<file path="src/rtl/csi2_data_types_pkg.sv">
// Shared CSI-2 data-path constants, types and the RAW10 group unpack helper.
package csi2_data_types_pkg;

    localparam int RAW10_GROUP_BYTES  = 5;
    localparam int RAW10_PX_PER_GROUP = 4;

    typedef logic [9:0] raw10_px_t;
    typedef raw10_px_t [RAW10_PX_PER_GROUP-1:0] raw10_quad_t;

    // Bytes 0..3 carry pixel MSBs, byte 4 packs the 2-bit LSBs of all four.
    function automatic raw10_quad_t raw10_unpack(input logic [39:0] grp);
        raw10_quad_t px;
        for (int k = 0; k < RAW10_PX_PER_GROUP; k++) begin
            px[k] = {grp[8*k +: 8], grp[32 + 2*k +: 2]};
        end
        return px;
    endfunction

endpackage

</file>
<file path="src/rtl/csi2_byte_gearbox.sv">
// 4-byte-in / 5-byte-out byte buffer with fill count.
// Byte 0 of the buffer is the oldest; unused bytes are always kept zero.
module csi2_byte_gearbox
    import csi2_data_types_pkg::*;
(
    input  logic        clk_i,
    input  logic        rst_i,
    input  logic [31:0] in_data,
    input  logic        push,
    input  logic        pop,
    input  logic        flush,
    output logic [3:0]  cnt,
    output logic [39:0] grp
);

    localparam logic [3:0] GRP = 4'(RAW10_GROUP_BYTES);

    logic [63:0] data_q;
    logic [63:0] rem;
    logic [63:0] ins;
    logic [3:0]  base;

    // Zero-filled shift on pop keeps OR-ing in new bytes safe.
    always_comb begin
        rem  = pop ? (data_q >> (8 * RAW10_GROUP_BYTES)) : data_q;
        base = pop ? (cnt - GRP) : cnt;
        ins  = {32'd0, in_data} << {base, 3'b000};
    end

    always_ff @(posedge clk_i or posedge rst_i) begin
        if (rst_i) begin
            data_q <= '0;
            cnt    <= '0;
        end else if (flush) begin
            data_q <= '0;
            cnt    <= '0;
        end else begin
            data_q <= push ? (rem | ins) : rem;
            cnt    <= base + (push ? 4'd4 : 4'd0);
        end
    end

    assign grp = data_q[39:0];

endmodule

</file>
<file path="src/rtl/csi2_raw10_unpacker.sv">
// RAW10 payload unpacker: 32-bit CSI-2 payload words in, 4-pixel beats out.
// Line end, SOF and EOF are re-timed onto the pixel stream.
module csi2_raw10_unpacker
    import csi2_data_types_pkg::*;
#(
    parameter int PX_OUT_W = 10
) (
    input  logic                  clk_i,
    input  logic                  rst_i,
    input  logic [31:0]           pkt_i_tdata,
    input  logic                  pkt_i_tvalid,
    input  logic                  pkt_i_tlast,
    output logic                  pkt_i_tready,
    input  logic                  frame_start_i,
    input  logic                  frame_end_i,
    output logic [4*PX_OUT_W-1:0] px_o_tdata,
    output logic                  px_o_tvalid,
    input  logic                  px_o_tready,
    output logic                  px_o_tlast,
    output logic                  px_o_tuser,
    output logic                  frame_end_o,
    output logic                  short_line_o
);

    localparam logic [3:0] GRP = 4'(RAW10_GROUP_BYTES);

    logic [3:0]  cnt;
    logic [3:0]  cnt_after;
    logic [39:0] grp;
    logic        run_q;
    logic        last_pend_q;
    logic        sof_pend_q;
    logic        eof_pend_q;
    logic        pop;
    logic        accept;
    logic        line_done;
    logic        short_now;
    logic        flush;
    logic        eof_fire;
    raw10_quad_t quad;
    logic [4*PX_OUT_W-1:0] beat;

    assign pop          = (cnt >= GRP) && (!px_o_tvalid || px_o_tready);
    assign pkt_i_tready = run_q && !last_pend_q && (cnt <= 4'd4 || pop);
    assign accept       = pkt_i_tvalid && pkt_i_tready;
    assign cnt_after    = cnt - (pop ? GRP : 4'd0)
                        + (accept ? 4'd4 : 4'd0);

    // The pop that coincides with taking the tlast word can also be the
    // final group when fewer than a group's worth of bytes remain after it.
    assign line_done = pop && (cnt_after < GRP)
                     && (last_pend_q || (accept && pkt_i_tlast));
    assign short_now = last_pend_q && (cnt < GRP);
    assign flush     = line_done || short_now;
    assign eof_fire  = eof_pend_q && (cnt == 4'd0)
                     && !last_pend_q && !px_o_tvalid;

    csi2_byte_gearbox u_gearbox (
        .clk_i   (clk_i),
        .rst_i   (rst_i),
        .in_data (pkt_i_tdata),
        .push    (accept),
        .pop     (pop),
        .flush   (flush),
        .cnt     (cnt),
        .grp     (grp)
    );

    always_comb begin
        quad = raw10_unpack(grp);
        beat = '0;
        for (int k = 0; k < RAW10_PX_PER_GROUP; k++) begin
            beat[k*PX_OUT_W +: PX_OUT_W] =
                PX_OUT_W'(quad[k]) << (PX_OUT_W - 10);
        end
    end

    always_ff @(posedge clk_i or posedge rst_i) begin
        if (rst_i) begin
            run_q        <= 1'b0;
            last_pend_q  <= 1'b0;
            sof_pend_q   <= 1'b0;
            eof_pend_q   <= 1'b0;
            frame_end_o  <= 1'b0;
            short_line_o <= 1'b0;
            px_o_tdata   <= '0;
            px_o_tvalid  <= 1'b0;
            px_o_tlast   <= 1'b0;
            px_o_tuser   <= 1'b0;
        end else begin
            run_q <= 1'b1;
            if (flush) begin
                last_pend_q <= 1'b0;
            end else if (accept && pkt_i_tlast) begin
                last_pend_q <= 1'b1;
            end
            sof_pend_q   <= frame_start_i || (sof_pend_q && !pop);
            eof_pend_q   <= frame_end_i || (eof_pend_q && !eof_fire);
            frame_end_o  <= eof_fire;
            short_line_o <= short_now;
            if (pop) begin
                px_o_tdata  <= beat;
                px_o_tvalid <= 1'b1;
                px_o_tlast  <= line_done;
                px_o_tuser  <= sof_pend_q;
            end else if (px_o_tready) begin
                px_o_tvalid <= 1'b0;
            end
        end
    end

endmodule

</file>
<file path="config.mk">
export PLATFORM = sky130hd
export DESIGN_NAME = csi2_raw10_unpacker
export DESIGN_NICKNAME = d
export VERILOG_FILES = /design/src/rtl/csi2_data_types_pkg.sv /design/src/rtl/csi2_byte_gearbox.sv /design/src/rtl/csi2_raw10_unpacker.sv
export SDC_FILE = /design/constraint.sdc
export NUM_CORES = 1
export LEC_CHECK = 0
export CELL_PAD_IN_SITES_DETAIL_PLACEMENT = 0
export CELL_PAD_IN_SITES_GLOBAL_PLACEMENT = 1
export CORE_ASPECT_RATIO = 0.8
export CORE_MARGIN = 5
export CORE_UTILIZATION = 45
export CTS_BUF_LIST = sky130_fd_sc_hd__clkbuf_4 sky130_fd_sc_hd__clkbuf_8
export CTS_CLUSTER_SIZE = 28
export DETAILED_ROUTE_END_ITERATION = 6
export GPL_ROUTABILITY_DRIVEN = 1
export GPL_TIMING_DRIVEN = 0
export PLACE_DENSITY = 0.84
export SLEW_MARGIN = 15
export SYNTH_ARGS = -nofsm -noshare
export SYNTH_HDL_FRONTEND = slang
export SYNTH_HIERARCHICAL = 1
export SYNTH_SLANG_ARGS = --single-unit
</file>
<file path="constraint.sdc">
create_clock -name clk_i -period 11 [get_ports clk_i]
set_input_delay 3.3 -clock clk_i [delete_from_list [all_inputs] [get_ports clk_i]]
set_output_delay 3.3 -clock clk_i [all_outputs]
set_load 0.01 [all_outputs]
</file>
==> results.toml, run 1 <==
[route]
first_pass_iters = 5
via_per_inst = 5.779
post_drt_wl_per_cell_microns = 21.49
num_vias = 4820
antenna_left = 0
drc = 0
wirelength_mm = 17.92
initialDrtViolationCount = 328

[worst_hold_path]
hold_class = "reg2reg"

[worst_setup_path]
cp_common_cell = "clkdlybuf4s50_1"
critPathBufInv = 2
cp_top_family = "buffers and inverters"
crit_arrival_ps = 4730
cp_cell_sequence = "clkdlybuf4s50_1 > nand2b_1 > o211a_1 > clkdlybuf4s50_1"
critPathRequiredTime_ps = 7700
critPathMaxFanout = 5
max_stage_delay_ps = 540
slowest_stage = "clkdlybuf4s50_1"
critPathLaunchType = "input port"
crit_path_end_kind = "output pin"
critical_path_class = "in2out"

[clock_tree]
root_buffer = "clkbuf_8"
cts_buffers = 17
ctsHtreeMaxLevel = 4
cts_resized = 0
cts.sinks = 117
post_cts.repair.setup_buffers = 0
path_clk_slew_ps = 60
cts_buffer_depth = 2
hold_buffers = 0
cts_tree = "done"
clk_latency_ps = 440

[grt]
grt_max_degree = 44
grt_pass1_wl_mm = 27.59
gr-total-overflow = 0
grt_use_total = 0.2234
antenna_found_initial = 0
grt_pass1_vias = 4993

[floorplanning]
die_height_microns = 115.6
core-area_sq_um = 13600
dieWidth_microns = 142.1
dieArea_sq_um = 16430
start_util = 0.4616
fp-row-count = 38
io_pins = 85

[yosys]
syn_area_per_cell_sq_um = 11.71
ys.flop_type = "dfrtp_1"
synth-edff-count = 0
synthCells = 536
synth_top_family_by_area = "multiplexers"
async_flop_share = 1.000
synth-simple-area-share = 0.06000
ys_seq_elements = 117
post_synth_fa_ha_maj_area_fraction = 0.01435
yosys_warnings = 6
yosys-mux-area-fraction = 0.1860
synth_xor_area_frac = 0.01036
yosysUniqueCellTypes = 49
synth_nets = 581
synth.cell_area_sq_um = 6277
seq_area_frac_synth = 0.4664
synth_compound_area_frac = 0.1728

[finish]
n_antenna_cell = 0
drive_gt1_frac = 0.2278
max_flop_register = "u_gearbox/data_q"
finalNetCount = 686
final_cell_count_no_fill = 834
reg.largest.list = "u_gearbox/data_q x64, px_o_tdata x40, u_gearbox/cnt x4"
fill_cells = 1209
multi_input_area_sq_um = 2793
finalInstanceArea_sq_um = 7761
regArea_sq_um = 2928
syn_to_final_growth_pct = 23.64
largest_reg_flops = 64
postLayoutCoreUtil = 0.5708

[sta]
drv_slew = 0
slew_headroom = 0.3298
max_freq_mhz = 124.5
setup_violations = 0
grt_setup_unrepaired = "no"
clock_skew_ps = 9.783
finalSetupTns_ps = 0
fin_crit_ps = 8032
min_period_over_period = 0.7302
hold_viol = 0
tightest_slew_ps = 999.3

[placement]
numPortBuffers = 84
dp_cells = 802
gp_congestion = 0.9577
hpwl_mm = 12.96
placed_cell_area_sq_um = 7391

[power]
p_per_area_nw_per_um2 = 333.4
finalPower_w = 0.002588
ir_worst_vdd_mv = 0.2659
leakage_nw = 3.619

[run]
max-cap-violations = 0

[run_status]
outcome = "complete, no violations"
layer usage:
layer  part of all wire  wire length (microns)  global-route usage  vias up
li1                   -                      -                   -     2140
met1               0.45                   8006              0.3024     2450
met2               0.46                   8275              0.3452      206
met3              0.072                   1296             0.05982       24
met4              0.019                    342             0.08696        0
met5                  0                      0                   0        -
Yosys cell counts, types with 2 or more instances:
library cell | number | area (sq um)
a21o_1 | 2 | 15.01
xor2_2 | 2 | 32.53
o21ai_1 | 10 | 50.05
inv_1 | 12 | 45.04
buf_2 | 8 | 40.04
a221oi_1 | 8 | 70.07
and3_1 | 8 | 50.05
mux2_2 | 8 | 90.09
dfrtp_1 | 117 | 2928
ha_1 | 4 | 50.05
mux2_4 | 36 | 540.5
o22ai_1 | 17 | 106.4
nand2b_1 | 15 | 93.84
o31ai_1 | 17 | 127.6
and2_1 | 3 | 18.77
buf_12 | 3 | 60.06
nor2b_1 | 6 | 37.54
a22o_1 | 24 | 210.2
nor2_1 | 9 | 33.78
fa_1 | 2 | 40.04
nand3_1 | 11 | 55.05
mux2_1 | 5 | 56.30
a21oi_1 | 41 | 205.2
buf_4 | 44 | 330.3
o21ai_0 | 9 | 45.04
clkbuf_1 | 15 | 56.30
mux2i_1 | 48 | 480.5
nand2_1 | 14 | 52.55
o2bb2ai_1 | 8 | 70.07
o211ai_1 | 11 | 82.58
metrics by stage:
stage | setup slack, ps | hold slack [ps]
after floorplan | 3912 | 449.1
after global placement | 2973 | 458.9
after detailed placement | 2970 | 466.1
after CTS | 2968 | 481.7
after global routing | 2918 | 498.6
final | 2968 | 476.9
placed cells by master, fill, tap and decap left out, drive strengths merged:
cell type	netlist	layout
a221oi	8	8
mux2	49	49
o21a	2	2
nor2b	6	6
a22o	24	24
and3	8	8
o211ai	11	11
buf	57	59
xor3	1	1
and2	3	3
o2111ai	2	2
clkbuf	15	37
a21oi	41	41
xor2	2	2
o2bb2ai	8	8
mux2i	48	48
nor4	1	1
o31ai	18	18
conb	1	1
clkinv	0	7
nand2b	15	15
dfrtp	117	117
nor2	11	11
nand3	11	11
nand2	15	15
fa	2	2
o22ai	17	17
ha	4	4
clkdlybuf4s50	0	84
inv	13	13
xnor2	1	1
a21o	2	2
o211a	1	1
a31oi	1	1
o21ai	20	20
bufinv	0	1
nor3	1	1
clkinvlp	0	2
path summary, 6_finish.rpt:
path                                             end  cells past startpoint             start  slack (ps)
min in group asynchronous       u_gearbox/data_q[14]                      2             rst_i        3240
max in group asynchronous              px_o_tdata[0]                      3             rst_i        7160
worst max register to register   u_gearbox/data_q[9]                     15  u_gearbox/cnt[0]        6080
worst max-delay path                    pkt_i_tready                      4       px_o_tready        2970
worst min-delay path                      eof_pend_q                      1        eof_pend_q         480
worst min register to register            eof_pend_q                      1        eof_pend_q         480
power by group:
part	internal (W)	total (W)	switching [W]
clock	0.000198	0.000368	0.000170
sequential	0.000580	0.000679	0.0000993
combinational	0.000670	0.00154	0.000870
cells by family (layout without fill, tap and decap cells):
group	Yosys count	in the layout
XOR/XNOR	4	4
multiplexers	97	97
buffers and inverters	85	203
flip-flops	117	117
AND/OR/NAND/NOR	71	71
other	1	1
AO/OA/AOI/OAI	155	155
adder cells (fa/ha/maj)	6	6
layout make-up:
type	instances	area share
Sequential cell	117	0.3772
Multi-Input combinational cell	334	0.3598
Timing Repair Buffer	86	0.1135
Buffer	72	0.06610
Clock buffer	22	0.03740
Tap cell	180	0.02902
Clock inverter	10	0.01032
Inverter	13	0.006610
worst reg2reg max path: stages (launching register included):
cell	delay, ps
dfrtp_1	490
o21a_2	290
o21ai_4	510
buf_8	250
inv_1	160
fa_1	510
fa_1	390
xor3_1	220
o211ai_1	110
o21ai_1	110
and2_1	190
nor2b_1	200
o2111ai_4	320
nor2_4	400
nand2_1	380
o22ai_1	300
(Power assumes the default switching activity.)
==> inputs of run 2 (changes only) <==
Settings changed: CORE_UTILIZATION 45 to 41, PLACE_DENSITY 0.84 to 0.81.
Clock period 11 ns to 6.67 ns, I/O delays scaled along.
==> run 2 against run 1 <==
Compared with the run above: cell count increased by 1.2%; sequential cell count unchanged; largest power group unchanged; register-to-register slack got worse by 4300 ps; combinational power increased by 68%.
==> results.toml, run 2 (same netlist as run 1, synthesis figures left out) <==
[power]
ir_worst_vdd_mv = 0.2770
seqPwrFrac = 0.258
p_per_area_nw_per_um2 = 555.8
clockPowerShare = 0.142
p_switching_w = 0.001945
internal-power_w = 0.002379
leakage_nw = 3.614
swShare = 0.4498
combinationalPowerShare = 0.600

[finish]
max_flop_register = "u_gearbox/data_q"
regArea_sq_um = 2928
final_common_cell = "dfrtp_1"
fill_cells = 1342
largest_reg_flops = 64
layout_common_cells = "117 x dfrtp_1, 84 x clkdlybuf4s50_1, 48 x mux2i_1"
reg.largest.list = "u_gearbox/data_q x64, px_o_tdata x40, u_gearbox/cnt x4"
drive_gt1_frac = 0.2290
syn_to_final_growth_pct = 23.94
multi_input_area_sq_um = 2793
finalNetCount = 687
finalInstanceArea_sq_um = 7780
n_antenna_cell = 0

[clock_tree]
cts_buffer_depth = 2
hold_buffers = 0
cts_buffers = 17
cts_tree = "done"
ctsHtreeMaxLevel = 4
root_buffer = "clkbuf_8"
cts.sinks = 117
cts_resized = 0
clk_latency_ps = 460
post_cts.repair.setup_buffers = 0
path_clk_slew_ps = 70

[worst_setup_path]
critical_path_class = "in2reg"
slowest_stage = "fa_1"
crit_path_end_kind = "flop"
r2r_setup_slack_ps = 1800
critPathBufInv = 3
critPathMaxFanout = 10
critPathRequiredTime_ps = 7030
max_stage_delay_ps = 480
cp_top_family = "simple AND/OR/NAND/NOR gates"
critPathLaunchType = "input port"
cp_common_cell = "fa_1"
crit_arrival_ps = 6490
cp_cell_sequence = "clkdlybuf4s50_1 > nand2b_1 > o21ai_4 > buf_8 > inv_1 > fa_1 > fa_1 > xor3_1 > o211ai_1 > o21ai_1 > and2_1 > nor2b_1 > o2111ai_4 > nor2_4 > nand2_1 > o22ai_1"

[route]
post_drt_wl_per_cell_microns = 22.10
num_vias = 4765
drc = 0
initialDrtViolationCount = 381
wirelength_mm = 18.65
antenna_left = 0
first_pass_iters = 5
via_per_inst = 5.646

[placement]
placed_cell_area_sq_um = 7410
gp_congestion = 0.9140
hpwl_mm = 13.29
numPortBuffers = 84

[sta]
max_freq_mhz = 163.3
clock_skew_ps = 11.00
fin_crit_ps = 6125
tightest_slew_ps = 1009
grt_setup_unrepaired = "no"
drv_slew = 0
finalSetupTns_ps = 0
slew_headroom = 0.3276
hold_viol = 0
min_period_over_period = 0.9183
setup_violations = 0

[grt]
gr-total-overflow = 0
antenna_found_initial = 1
grt_pass1_vias = 4861
grt_use_total = 0.2154
grt_max_degree = 38
grt_pass1_wl_mm = 28.68

[floorplanning]
die_height_microns = 120.7
core-area_sq_um = 15010
start_util = 0.4181
dieArea_sq_um = 17900
fp-row-count = 40
io_pins = 85
dieWidth_microns = 148.3

[run_status]
outcome = "complete, no violations"

[worst_hold_path]
hold_class = "reg2reg"

[run]
max-cap-violations = 0
==> run 2: cell count changes in the layout (fill, tap and decap cells not counted), sizes merged <==
cell and delta:
clkinvlp +1, buf +1, clkbuf -2, clkinv +1
==> run 2: path summary, 6_finish.rpt <==
| kind | start | end | cells after the start |
|---|---|---|---|
| min in group asynchronous | rst_i | u_gearbox/data_q[61] | 2 |
| hold reg to reg | eof_pend_q | eof_pend_q | 1 |
| hold / removal | eof_pend_q | eof_pend_q | 1 |
| setup reg to reg | u_gearbox/cnt[0] | u_gearbox/data_q[10] | 15 |
| setup / recovery | px_o_tready | u_gearbox/data_q[10] | 16 |
| max in group asynchronous | rst_i | px_o_tdata[13] | 3 |
==> run 2: per-stage QoR <==
| step | power (W) | utilization | hold WS (ps) | worst slack, ps | instances |
|---|---|---|---|---|---|
| 2_1_floorplan | 0.002813 | - | 449.1 | 1485 | 536 |
| 3_3_place_gp | 0.003618 | 0.4898 | 458.5 | 195.9 | 809 |
| 3_5_place_dp | 0.003679 | 0.4935 | 465.7 | 127.5 | 812 |
| 4_1_cts | 0.004311 | 0.5182 | 482.0 | 583.8 | 844 |
| 5_1_grt | 0.004557 | 0.5182 | 513.7 | 399.1 | 844 |
| 6_report | 0.004324 | 0.5182 | 478.2 | 544.7 | 844 |
==> run 2: cell type report <==
class | count | area share
plain buffers | 72 | 0.06594
clock buffers | 20 | 0.03377
clock inverters | 12 | 0.01383
inverters | 13 | 0.006594
multi-input cells | 334 | 0.3590
flip-flops and latches | 117 | 0.3763
well taps | 189 | 0.03040
repair buffers | 87 | 0.1142
==> run 2: worst reg2reg max path: cells and delay by family, from the launching register on <==
kind | cells | cell delay (ps)
adders and majority gates | 2 | 890
AOI/OAI and AO/OA | 6 | 1610
and+or+nand+nor | 4 | 1190
xor gates and xnor gates | 1 | 220
DFF | 1 | 490
buffers and inverters | 2 | 400
==> run 2: routing by layer <==
layer,share of wire,up-vias,track usage
li1,-,2149,-
met1,0.46,2402,0.2964
met2,0.45,180,0.3285
met3,0.069,32,0.06369
met4,0.017,2,0.06694
met5,0.00070,-,0
==> run 2: power groups by stage <==
stage                     sequential [W]  combinational, W  clock, W
after floorplan                  0.00113           0.00168         0
after global placement           0.00112           0.00250         0
after detailed placement         0.00113           0.00255         0
after CTS                        0.00112           0.00257  0.000628
after global routing             0.00115           0.00274  0.000664
final                            0.00112           0.00259  0.000614
==> inputs of run 3 (changes only) <==
Settings changed: REMOVE_ABC_BUFFERS set to 1.
==> run 3 against run 2 <==
Compared with the run above: hold slack improved by 6.4 ps; clock power grew 17%; die area is the same; fmax fell by 4.7%; critical endpoint is now u_gearbox/data_q[13]; largest power group unchanged.
==> results.toml, run 3 (same netlist as run 1, synthesis figures left out) <==
[sta]
slew_headroom = 0.2809
max_freq_mhz = 155.7
min_period_over_period = 0.9631
grt_setup_unrepaired = "no"
fin_crit_ps = 6424
setup_violations = 0
tightest_slew_ps = 1075
whs_ps = 484.6
drv_slew = 0
clock_skew_ps = 9.295
hold_viol = 0

[placement]
dp_cells = 744
gp_congestion = 0.8699
numPortBuffers = 84
hpwl_mm = 11.08

[clock_tree]
post_cts.repair.setup_buffers = 0
clk_latency_ps = 440
cts_buffer_depth = 2
cts_resized = 0
cts_tree = "done"
root_buffer = "clkbuf_8"
cts_buffers = 17
cts.sinks = 117
hold_buffers = 0
ctsHtreeMaxLevel = 4
path_clk_slew_ps = 70

[route]
antenna_left = 0
first_pass_iters = 5
initialDrtViolationCount = 468
post_drt_wl_per_cell_microns = 20.64
via_per_inst = 5.786
wirelength_mm = 16.02
drc = 0
num_vias = 4490

[finish]
syn_to_final_growth_pct = 19.11
fill_cells = 1318
n_antenna_cell = 0
final_common_cell = "dfrtp_1"
drive_gt1_frac = 0.1738
layout_common_cells = "117 x dfrtp_1, 84 x clkdlybuf4s50_1, 48 x mux2i_1"
largest_reg_flops = 64
finalNetCount = 619
postLayoutCoreUtil = 0.4980
final_cell_count_no_fill = 776
max_flop_register = "u_gearbox/data_q"
reg.largest.list = "u_gearbox/data_q x64, px_o_tdata x40, u_gearbox/cnt x4"

[grt]
gr-total-overflow = 0
grt_pass1_wl_mm = 25.44
grt_max_degree = 44
grt_use_total = 0.1822
grt_pass1_vias = 4626
antenna_found_initial = 0

[floorplanning]
dieArea_sq_um = 17900
fp-row-count = 40
die_height_microns = 120.7
dieWidth_microns = 148.3
start_util = 0.4181
core-area_sq_um = 15010
io_pins = 85

[worst_hold_path]
hold_class = "reg2reg"
whs_path_depth = 2

[worst_setup_path]
slowest_stage = "fa_1"
critPathMaxFanout = 20
critPathRequiredTime_ps = 7010
cp_cell_sequence = "clkdlybuf4s50_1 > nand2b_1 > o21ai_4 > buf_12 > inv_2 > fa_1 > fa_1 > xor3_1 > o211ai_1 > o21ai_1 > and2_2 > nor2b_1 > o2111ai_4 > nor2_4 > nand2_1 > o22ai_1"
critical_path_class = "in2reg"
critPathLaunchType = "input port"
r2r_cells = 15
crit_path_end_kind = "flop"
max_stage_delay_ps = 510
crit_arrival_ps = 6760
cp_common_cell = "fa_1"

[power]
p_per_area_nw_per_um2 = 549.9
ir_worst_vdd_mv = 0.2742
finalPower_w = 0.004112
leakage_nw = 3.375

[run]
max-cap-violations = 0

[run_status]
outcome = "complete, no violations"
==> run 3: cell count changes in the layout (fill, tap and decap cells not counted), moves of 2 or more <==
cell,previous run,this run
buf_4,45,0
clkbuf_1,15,0
buf_2,8,0
bufinv_16,1,4
buf_16,0,2
nor2b_1,6,4
nor2b_2,0,2
xor2_2,2,0
xor2_4,0,2
==> run 3: worst max-delay path: cells and delay by family <==
family	cells	cell delay, ps
AND/OR/NAND/NOR	5	1540
AO/OA/AOI/OAI	5	1050
buffers and inverters	3	1020
adder cells (fa/ha/maj)	2	900
XOR/XNOR	1	200
==> run 3: final timing paths <==
check	from	end	slack, ps
worst min register to register	u_gearbox/data_q[36]	u_gearbox/data_q[36]	480
worst max register to register	u_gearbox/cnt[0]	u_gearbox/data_q[13]	1570
max in group asynchronous	rst_i	px_o_tdata[13]	4080
min in group asynchronous	rst_i	u_gearbox/data_q[23]	1970
worst min-delay path	u_gearbox/data_q[36]	u_gearbox/data_q[36]	480
worst max-delay path	px_o_tready	u_gearbox/data_q[13]	250
==> run 3: stage by stage <==
stage	cell area (sq um)	worst slack [ps]	setup TNS, ps
after floorplan	5764	-615.2	-25530
after global placement	6842	-2939	-160040
after detailed placement	7036	-110.0	-975.9
after CTS	7472	317.8	0
after global routing	7477	38.51	0
final	7477	245.8	0
==> run 3: power by group <==
group	internal, W	switching (W)
clock network	0.000420	0.000299
registers	0.000956	0.000169
logic	0.00100	0.00127
==> run 3: routing by layer <==
layer | global-route usage | part of all wire | up-vias
met2 | 0.2797 | 0.46 | 200
li1 | - | - | 2016
met1 | 0.2516 | 0.45 | 2236
met4 | 0.06578 | 0.021 | 2
met3 | 0.04234 | 0.069 | 36
met5 | 0.01471 | 0.0021 | -
==> run 3: area by class of cell <==
| type | instances | area [sq um] | share of cell area |
|---|---|---|---|
| Multi-Input combinational cell | 334 | 2829 | 0.3783 |
| Sequential cell | 117 | 2928 | 0.3916 |
| Timing Repair Buffer | 91 | 996.0 | 0.1332 |
| Tap cell | 189 | 236.5 | 0.03163 |
| Inverter | 13 | 51.30 | 0.006861 |
| Clock inverter | 13 | 181.4 | 0.02426 |
| Clock buffer | 19 | 255.2 | 0.03414 |
